### config.mk
export PLATFORM = sky130hd
export DESIGN_NAME = adc_scan_master
export DESIGN_NICKNAME = d
export VERILOG_FILES = /design/src/rtl/adc_pkg.sv /design/src/rtl/adc_scan_timer.sv /design/src/rtl/adc_scan_master.sv
export SDC_FILE = /design/constraint.sdc
export NUM_CORES = 1
export LEC_CHECK = 0
export CAP_MARGIN = 20
export CORE_MARGIN = 1
export CORE_UTILIZATION = 49
export CTS_BUF_LIST = sky130_fd_sc_hd__clkbuf_4 sky130_fd_sc_hd__clkbuf_8 sky130_fd_sc_hd__clkbuf_16
export CTS_CLUSTER_DIAMETER = 100
export DETAILED_ROUTE_END_ITERATION = 8
export PLACE_DENSITY = 0.83
export SLEW_MARGIN = 20
export SYNTH_ARGS = -nofsm -noshare
export SYNTH_HDL_FRONTEND = slang
export SYNTH_SLANG_ARGS = --single-unit
### constraint.sdc
create_clock -name PCLK -period 3.3 [get_ports PCLK]
set_clock_uncertainty 0.05 [all_clocks]
set_input_delay 0.66 -clock PCLK [delete_from_list [all_inputs] [get_ports PCLK]]
set_output_delay 0.66 -clock PCLK [all_outputs]
set_load 0.1 [all_outputs]
### src/rtl/adc_pkg.sv
// Shared definitions for the ADC scan master and the ADC responder model:
// scan FSM states, per-channel step encoding and the target register map.
package adc_pkg;

  typedef enum logic [1:0] {
    ST_IDLE   = 2'd0,
    ST_SETUP  = 2'd1,
    ST_ACCESS = 2'd2,
    ST_RESULT = 2'd3
  } scan_state_e;

  // One APB transfer per step; a channel walks AMUX -> TRIGGER -> STATUS* -> DATA.
  typedef enum logic [1:0] {
    STEP_AMUX    = 2'd0,
    STEP_TRIGGER = 2'd1,
    STEP_STATUS  = 2'd2,
    STEP_DATA    = 2'd3
  } scan_step_e;

  localparam logic [11:0] ADC_STATUS_ADDR  = 12'h000;
  localparam logic [11:0] ADC_AMUX_ADDR    = 12'h00C;
  localparam logic [11:0] ADC_TRIGGER_ADDR = 12'h010;
  localparam logic [11:0] ADC_DATA_ADDR    = 12'h014;

  function automatic logic [11:0] step_addr(input scan_step_e step);
    logic [11:0] addr;
    case (step)
      STEP_AMUX:    addr = ADC_AMUX_ADDR;
      STEP_TRIGGER: addr = ADC_TRIGGER_ADDR;
      STEP_STATUS:  addr = ADC_STATUS_ADDR;
      default:      addr = ADC_DATA_ADDR;
    endcase
    return addr;
  endfunction

  function automatic logic step_is_write(input scan_step_e step);
    return (step == STEP_AMUX) || (step == STEP_TRIGGER);
  endfunction

endpackage

### src/rtl/adc_scan_timer.sv
// Watchdog counters for the scan master: one counts ACCESS cycles spent
// waiting for PREADY, the other counts STATUS reads that came back not done.
// Each "hit" flag is high while the current event is the LIMIT-th one, so the
// master can abort on that same cycle.
module adc_scan_timer #(
  parameter int WAIT_LIMIT = 1023,
  parameter int POLL_LIMIT = 255
) (
  input  logic PCLK,
  input  logic PRESETn,
  input  logic wait_clr_i,
  input  logic wait_inc_i,
  input  logic poll_clr_i,
  input  logic poll_inc_i,
  output logic wait_hit_o,
  output logic poll_hit_o
);

  localparam int WAIT_W = (WAIT_LIMIT > 1) ? $clog2(WAIT_LIMIT + 1) : 1;
  localparam int POLL_W = (POLL_LIMIT > 1) ? $clog2(POLL_LIMIT + 1) : 1;

  logic [WAIT_W-1:0] wait_cnt_q, wait_cnt_d;
  logic [POLL_W-1:0] poll_cnt_q, poll_cnt_d;

  assign wait_hit_o = (wait_cnt_q == WAIT_W'(WAIT_LIMIT - 1));
  assign poll_hit_o = (poll_cnt_q == POLL_W'(POLL_LIMIT - 1));

  // Next count: clear wins, and a counter never runs past its limit.
  always_comb begin
    wait_cnt_d = wait_cnt_q;
    poll_cnt_d = poll_cnt_q;
    if (wait_clr_i)
      wait_cnt_d = '0;
    else if (wait_inc_i && !wait_hit_o)
      wait_cnt_d = wait_cnt_q + WAIT_W'(1);
    if (poll_clr_i)
      poll_cnt_d = '0;
    else if (poll_inc_i && !poll_hit_o)
      poll_cnt_d = poll_cnt_q + POLL_W'(1);
  end

  // Counter registers, cleared asynchronously with the bus reset.
  always_ff @(posedge PCLK or negedge PRESETn) begin
    if (!PRESETn) begin
      wait_cnt_q <= '0;
      poll_cnt_q <= '0;
    end else begin
      wait_cnt_q <= wait_cnt_d;
      poll_cnt_q <= poll_cnt_d;
    end
  end

endmodule

### src/rtl/adc_scan_master.sv
// APB master that scans NUM_CH ADC channels: for each channel it selects the
// mux, triggers a conversion, polls STATUS until done, reads DATA and offers
// the sample (or an error) on a valid/ready result port.
module adc_scan_master
  import adc_pkg::*;
#(
  parameter int ADDR_WIDTH = 12,
  parameter int DATA_WIDTH = 32,
  parameter int NUM_CH     = 8,
  parameter int POLL_LIMIT = 255,
  parameter int WAIT_LIMIT = 1023
) (
  input  logic                  PCLK,
  input  logic                  PRESETn,
  input  logic                  start,
  output logic                  busy,
  output logic                  PSEL,
  output logic                  PENABLE,
  output logic                  PWRITE,
  output logic [ADDR_WIDTH-1:0] PADDR,
  output logic [DATA_WIDTH-1:0] PWDATA,
  input  logic [DATA_WIDTH-1:0] PRDATA,
  input  logic                  PREADY,
  input  logic                  PSLVERR,
  output logic                  res_valid,
  input  logic                  res_ready,
  output logic [2:0]            res_ch,
  output logic [DATA_WIDTH-1:0] res_data,
  output logic                  res_err
);

  scan_state_e           state_q, state_d;
  scan_step_e            step_q, step_d;
  logic [2:0]            ch_q, ch_d;
  logic [DATA_WIDTH-1:0] res_data_q, res_data_d;
  logic                  res_err_q, res_err_d;

  logic wait_clr, wait_inc, poll_clr, poll_inc;
  logic wait_hit, poll_hit;

  adc_scan_timer #(
    .WAIT_LIMIT (WAIT_LIMIT),
    .POLL_LIMIT (POLL_LIMIT)
  ) u_timer (
    .PCLK       (PCLK),
    .PRESETn    (PRESETn),
    .wait_clr_i (wait_clr),
    .wait_inc_i (wait_inc),
    .poll_clr_i (poll_clr),
    .poll_inc_i (poll_inc),
    .wait_hit_o (wait_hit),
    .poll_hit_o (poll_hit)
  );

  // Scan sequencing: step progression, aborts and the result handshake.
  always_comb begin
    state_d    = state_q;
    step_d     = step_q;
    ch_d       = ch_q;
    res_data_d = res_data_q;
    res_err_d  = res_err_q;
    wait_clr   = 1'b1;
    wait_inc   = 1'b0;
    // The poll count spans all STATUS reads of one channel only.
    poll_clr   = (step_q != STEP_STATUS) || (state_q == ST_IDLE) || (state_q == ST_RESULT);
    poll_inc   = 1'b0;

    case (state_q)
      ST_IDLE: begin
        if (start) begin
          ch_d    = 3'd0;
          step_d  = STEP_AMUX;
          state_d = ST_SETUP;
        end
      end

      ST_SETUP: state_d = ST_ACCESS;

      ST_ACCESS: begin
        wait_clr = 1'b0;
        if (PREADY) begin
          wait_clr = 1'b1;
          if (PSLVERR) begin
            res_err_d  = 1'b1;
            res_data_d = '0;
            state_d    = ST_RESULT;
          end else begin
            case (step_q)
              STEP_AMUX: begin
                step_d  = STEP_TRIGGER;
                state_d = ST_SETUP;
              end
              STEP_TRIGGER: begin
                step_d  = STEP_STATUS;
                state_d = ST_SETUP;
              end
              STEP_STATUS: begin
                if (PRDATA[0]) begin
                  step_d  = STEP_DATA;
                  state_d = ST_SETUP;
                end else begin
                  poll_inc = 1'b1;
                  if (poll_hit) begin
                    res_err_d  = 1'b1;
                    res_data_d = '0;
                    state_d    = ST_RESULT;
                  end else begin
                    state_d = ST_SETUP;
                  end
                end
              end
              default: begin
                res_data_d = PRDATA;
                res_err_d  = 1'b0;
                state_d    = ST_RESULT;
              end
            endcase
          end
        end else begin
          wait_inc = 1'b1;
          if (wait_hit) begin
            res_err_d  = 1'b1;
            res_data_d = '0;
            state_d    = ST_RESULT;
          end
        end
      end

      default: begin
        if (res_ready) begin
          if (ch_q == 3'(NUM_CH - 1)) begin
            state_d = ST_IDLE;
          end else begin
            ch_d    = ch_q + 3'd1;
            step_d  = STEP_AMUX;
            state_d = ST_SETUP;
          end
        end
      end
    endcase
  end

  // APB request lines decode straight from state/step so they are stable
  // from SETUP through the end of ACCESS and zero otherwise.
  always_comb begin
    PSEL    = 1'b0;
    PENABLE = 1'b0;
    PWRITE  = 1'b0;
    PADDR   = '0;
    PWDATA  = '0;
    if ((state_q == ST_SETUP) || (state_q == ST_ACCESS)) begin
      PSEL    = 1'b1;
      PENABLE = (state_q == ST_ACCESS);
      PWRITE  = step_is_write(step_q);
      PADDR   = ADDR_WIDTH'(step_addr(step_q));
      case (step_q)
        STEP_AMUX:    PWDATA = DATA_WIDTH'(ch_q);
        STEP_TRIGGER: PWDATA = DATA_WIDTH'(1);
        default:      PWDATA = '0;
      endcase
    end
  end

  assign busy      = (state_q != ST_IDLE);
  assign res_valid = (state_q == ST_RESULT);
  assign res_ch    = res_valid ? ch_q : 3'd0;
  assign res_data  = res_valid ? res_data_q : '0;
  assign res_err   = res_valid ? res_err_q : 1'b0;

  // State registers; reset is asynchronous so a scan stops mid-transfer.
  always_ff @(posedge PCLK or negedge PRESETn) begin
    if (!PRESETn) begin
      state_q    <= ST_IDLE;
      step_q     <= STEP_AMUX;
      ch_q       <= 3'd0;
      res_data_q <= '0;
      res_err_q  <= 1'b0;
    end else begin
      state_q    <= state_d;
      step_q     <= step_d;
      ch_q       <= ch_d;
      res_data_q <= res_data_d;
      res_err_q  <= res_err_d;
    end
  end

endmodule
Yosys cells after proc, flatten, opt, wreduce, memory -nomap -nowiden. Index checks and enable logic that the tools add are counted.

Shift-type cells: 0. Reduce and logical (&&, ||, !) cells: 23. Bitwise gates (word level): 2. Muxes and demuxes: 57. Divide/modulo/power cells: 0. Eq/ne operators: 20. Add/subtract/negate cells: 3. Multipliers: 0. Order comparisons: 0.

Operator list (number): 32-bit 2-to-1 mux (6); 32-bit case mux with 2 select lines (1); 2-bit 2-to-1 mux (13); 10-bit 2-to-1 mux (2); 1-bit 2-to-1 mux (19); 2-bit case mux with 3 select lines (3); 8-bit 2-to-1 mux (2); 3-bit 2-to-1 mux (5); 5-bit case mux with 3 select lines (1); 3-bit case mux with 2 select lines (2); 10-bit by 1-bit adder with 10-bit output, second input constant (1); 10-bit equality test, second input constant (1); 2-bit != test, second input constant (5); 2-bit nonzero test (5); 3-bit by 2-bit != test with 1-bit output, second input constant (3); 8-bit by 1-bit adder with 8-bit output, second input constant (1); 8-bit equality test, second input constant (1); 8-bit AND reduction (1); 2-bit equality test, second input constant (3); 5-bit 2-to-1 mux (1); 5-bit AND reduction (1); 2-bit by 1-bit equality test with 1-bit output, second input constant (2); 2-bit zero test (2); 1-bit logical OR (4); other kinds (16) (20).

Output and inout port bits: 85. Register bits: 58. Memories: 0. Bits in read-only memories: 0. Latch bits: 0. Bits in writable memories: 0.

Longest topological paths before layout.
Word-level depth: 8. Mapped depth: 9. Mapped depth without buffers: 7.

Cells and area by module. From an unflattened synthesis, not the netlist that was laid out.

Cells, all modules: 352. Area total of the unflattened synthesis: 3533.4 um^2.

Modules (own cells, without submodules): adc_scan_master (area each 2413.6 um^2, cells each 234, seq. area each 1001.0 um^2, times used 1); adc_scan_timer (area each 1119.8 um^2, cells each 118, seq. area each 450.4 um^2, times used 1).

Least setup slack after synthesis. Ideal clock, no wire load.

Path type: register -> output. From: reg state_q[0]. To: out PWDATA[0]. Buffers on the path: 1. Data arrival time: 3285 ps. Stages on the path, launching flop included: 6. Path slack: -695 ps. Cell sequence: dfrtp_1 inv_1 ha_1 clkbuf_1 o21a_1 o21a_1.

Word-level cells in the longest chain between the ends: 3. Elaborated cells on any way between the ends: 4. Those cells by class: eq/ne: 2; mux: 1; reduce/logical: 1.

Ends and longest elaborated chain: start, declared (RTL line adc_scan_master.sv:32) `scan_state_e state_q, state_d;`; start signal, assigned (RTL line adc_scan_master.sv:179) `state_q <= state_d;`; 2-bit by 1-bit equality test with 1-bit output or 2-bit equality test (tied branches) (RTL line adc_scan_master.sv:151) `if ((state_q == ST_SETUP) || (state_q == ST_ACCESS)) begin`; 1-bit logical OR * (RTL line adc_scan_master.sv:151); 3-bit 2-to-1 mux * (RTL line adc_scan_master.sv:151); end, declared (RTL line adc_scan_master.sv:21) `output logic [DATA_WIDTH-1:0] PWDATA,`.

Every way passes the cells marked *; elsewhere a longest branch is shown, timed or not.

Worst setup path in the final report.
From: reg state_q[1]. To: out res_err.

Word-level cells in the longest chain between the ends: 2.

Ends and longest elaborated chain: 2-bit equality test (RTL line adc_scan_master.sv:165) `assign res_valid = (state_q == ST_RESULT);`; 1-bit 2-to-1 mux (RTL line adc_scan_master.sv:168) `assign res_err = res_valid ? res_err_q : 1'b0;`; end, declared (RTL line adc_scan_master.sv:29) `output logic res_err`.

Every way passes these cells.

==> impl_metrics.tcl <==
set metrics [dict create \
    ys_seq_area_frac 0.4223 \
    synthesis.area_sq_mm 0.003437 \
    gp_congestion 0.7630 \
    max_slew_margin 0.4267 \
    hold_buffers 0 \
    antenna_found_initial 0 \
    synth_area_leader_cell "dfrtp_1" \
    synthCells 386 \
    startpoint_type "register" \
    post_drt_wl_per_cell_um 13.20 \
    drcViolationCount 0 \
    synth_common_cells "nand2_1 (74), dfrtp_1 (58), and2_1 (38), buf_4 (38), o21ai_1 (27)" \
    cts_tree "yes" \
    drv_cap 0 \
    drive_gt1_frac 0.1809 \
    rows 30 \
    port_buffers 84 \
    wirelength_um 7472 \
    hp-class "input port to async pin" \
    firstDrtPassIters 6 \
    n_antenna_cell 0 \
    end_kind "primary output" \
    die_y_um 85.75 \
    vias_per_cell 4.876 \
    pin_count 123 \
    post-route-period-util 0.8170 \
    drtIter0Drc 96 \
    async_flop_share 1.000 \
    synth_seq_cells 58 \
    initial_core_util 0.5059 \
    grt_overflow 0 \
    synth.yosys.warnings 0 \
    worstSetupPathType "register to primary output" \
    path_clk_slew_ns 0.07 \
    worst_hold_slack_ns 0.3904 \
    syn_avg_cell_area_sq_um 8.904 \
    cts_root_buffer "clkbuf_8" \
    worst_pin_slew_ns 0.8600 \
    cp_max_fo 33 \
    die_w_um 85.75 \
    layout_min_cycle_time_ns 2.696 \
    grt_use_total 0.2166 \
    r2r_end "res_data_q[19]$_DFFE_PN0P_" \
    yosysMostFrequentCell "nand2_1" \
    ir_drop_uv 1463 \
    dp_cells 550 \
    cts.sinks 58 \
    setup_viol_count_final 0 \
    numCtsBuffers 9 \
    synth_top_area_share 0.4223 \
    rsz0062_at_grt "no" \
    synthDistinctLibCells 43 \
    vias 2760 \
    place.detailed.hpwl_um 5329 \
    post_cts_resized 0 \
    outcome "completed" \
    fmax_mhz 370.9 \
    cp.required_ns 2.59 \
    cts_buffer_depth 2 \
    grt_pass1_vias 2747 \
    h-tree-depth 3 \
    finalNetCount 518 \
    fin_area_sq_mm 0.004758 \
    post_cts_buffers 0 \
    dieArea_sq_mm 0.007353 \
    grt_pass1_wl_um 12430 \
    area_growth_pct 38.44 \
    leakagePower_nw 2.129 \
    power_w 0.004574 \
    hold_violations 0 \
    slew_viol_final 0 \
    layout.cells.non_filler 566 \
    power_density_mw_per_mm2 961.3 \
    netlist_top_cells_area "dfrtp_1 (42%), buf_4 (8.3%), nand2_1 (8.1%)" \
    synth_edf_count 0 \
    core-area_sq_mm 0.006794 \
    reg2reg_depth 8 \
    grt_start_max_net_pins 67 \
    placed_cell_area_sq_mm 0.004534 \
    synth_ff_type "dfrtp_1" \
    clock_latency_ns 0.33 \
    rrSetupSlack_ns 1.03 \
    cp.arrival_ns 1.99 \
    ant_nets 0 \
    r2r-start "u_timer.wait_cnt_q[0]$_DFFE_PN0P_" \
]
[how the worst max path moves through the flow]
stage | startpoint | endpoint | slack, ns | cells after the start
floorplan | state_q[0]$_DFFE_PN0P_ | PWDATA[0] | -0.15 | 5
global placement | PREADY | res_data_q[9]$_DFFE_PN0P_ | 0.68 | 7
detailed placement | PREADY | res_data_q[17]$_DFFE_PN0P_ | 0.57 | 6
CTS | state_q[1]$_DFFE_PN0P_ | res_data[0] | 0.62 | 4
global route | state_q[1]$_DFFE_PN0P_ | res_err | 0.52 | 4
finish | state_q[1]$_DFFE_PN0P_ | res_err | 0.60 | 4
[state kept, by name, summed over array words and instances, names as in the netlist]
signal	flops
ch_q	3
res_data_q	32
res_err_q	1
state_q	2
step_q	2
u_timer.poll_cnt_q	8
u_timer.wait_cnt_q	10
[routing by layer]
layer	track usage	vias to the layer above	part of all wire	routed length [um]
met5	0	-	0	0
met4	0.09697	0	0.011	80
met3	0.03754	9	0.049	369
met2	0.3905	91	0.50	3757
met1	0.2522	1303	0.44	3264
li1	-	1357	-	-
[area by class of cell]
class | instances | area, sq um
Clock inverter | 1 | 30.03
Timing Repair Buffer | 88 | 1211
Sequential cell | 58 | 1451
Multi-Input combinational cell | 299 | 1718
Fill cell | 505 | 2036
Tap cell | 96 | 120.1
Clock buffer | 15 | 193.9
Inverter | 9 | 33.78
[layout by cell type, fill, tap and decap left out, types with 2 or more instances in the layout]
master	synthesis	final
clkbuf_4	0	2
o21a_2	0	2
nand2_1	74	74
xor2_1	11	11
o21ai_0	11	11
buf_12	0	37
and2_1	38	38
nor2_1	22	22
clkbuf_8	0	13
ha_1	15	15
inv_1	9	9
xnor2_1	2	2
nand2b_1	2	2
clkdlybuf4s50_1	0	36
and3_1	4	4
conb_1	1	38
nor3_1	3	3
o21ai_1	27	27
buf_4	38	14
nand3_1	5	5
a211oi_1	2	2
nor2b_1	4	2
o21ai_2	7	7
dfrtp_1	58	58
nor2b_2	0	2
nand4_1	9	9
a22oi_1	2	2
a31oi_1	3	3
[power by group]
group	internal [W]	leakage, nW	switching [W]
Sequential	0.000958	0.786	0.000148
Clock	0.000449	0.117	0.000273
Combinational	0.000746	1.23	0.00200
[cells by family after synthesis]
kind of cell,Yosys count,synth area share
simple gates,167,0.2348
buf+inv,66,0.1256
compound gates,65,0.1256
flops,58,0.4223
fa+ha+maj,15,0.05461
xor+xnor,13,0.03313
other cells,1,0.001091
mux,1,0.002912
[through the flow]
stage          utilization  setup TNS, ns  setup WS [ns]
2_1_floorplan            -        -0.1496        -0.1496
3_3_place_gp        0.6674              0         0.6813
3_5_place_dp        0.6674              0         0.5659
4_1_cts             0.7004              0         0.6190
5_1_grt             0.7004              0         0.5156
6_report            0.7004              0         0.6039
[critical path, cell delays in order (launching register included)]
cell     delay, ns
dfrtp_1       0.43
ha_1          0.44
buf_4         0.35
and2_1        0.24
buf_12        0.19
No activity file was read; power rests on OpenSTA's default activity.
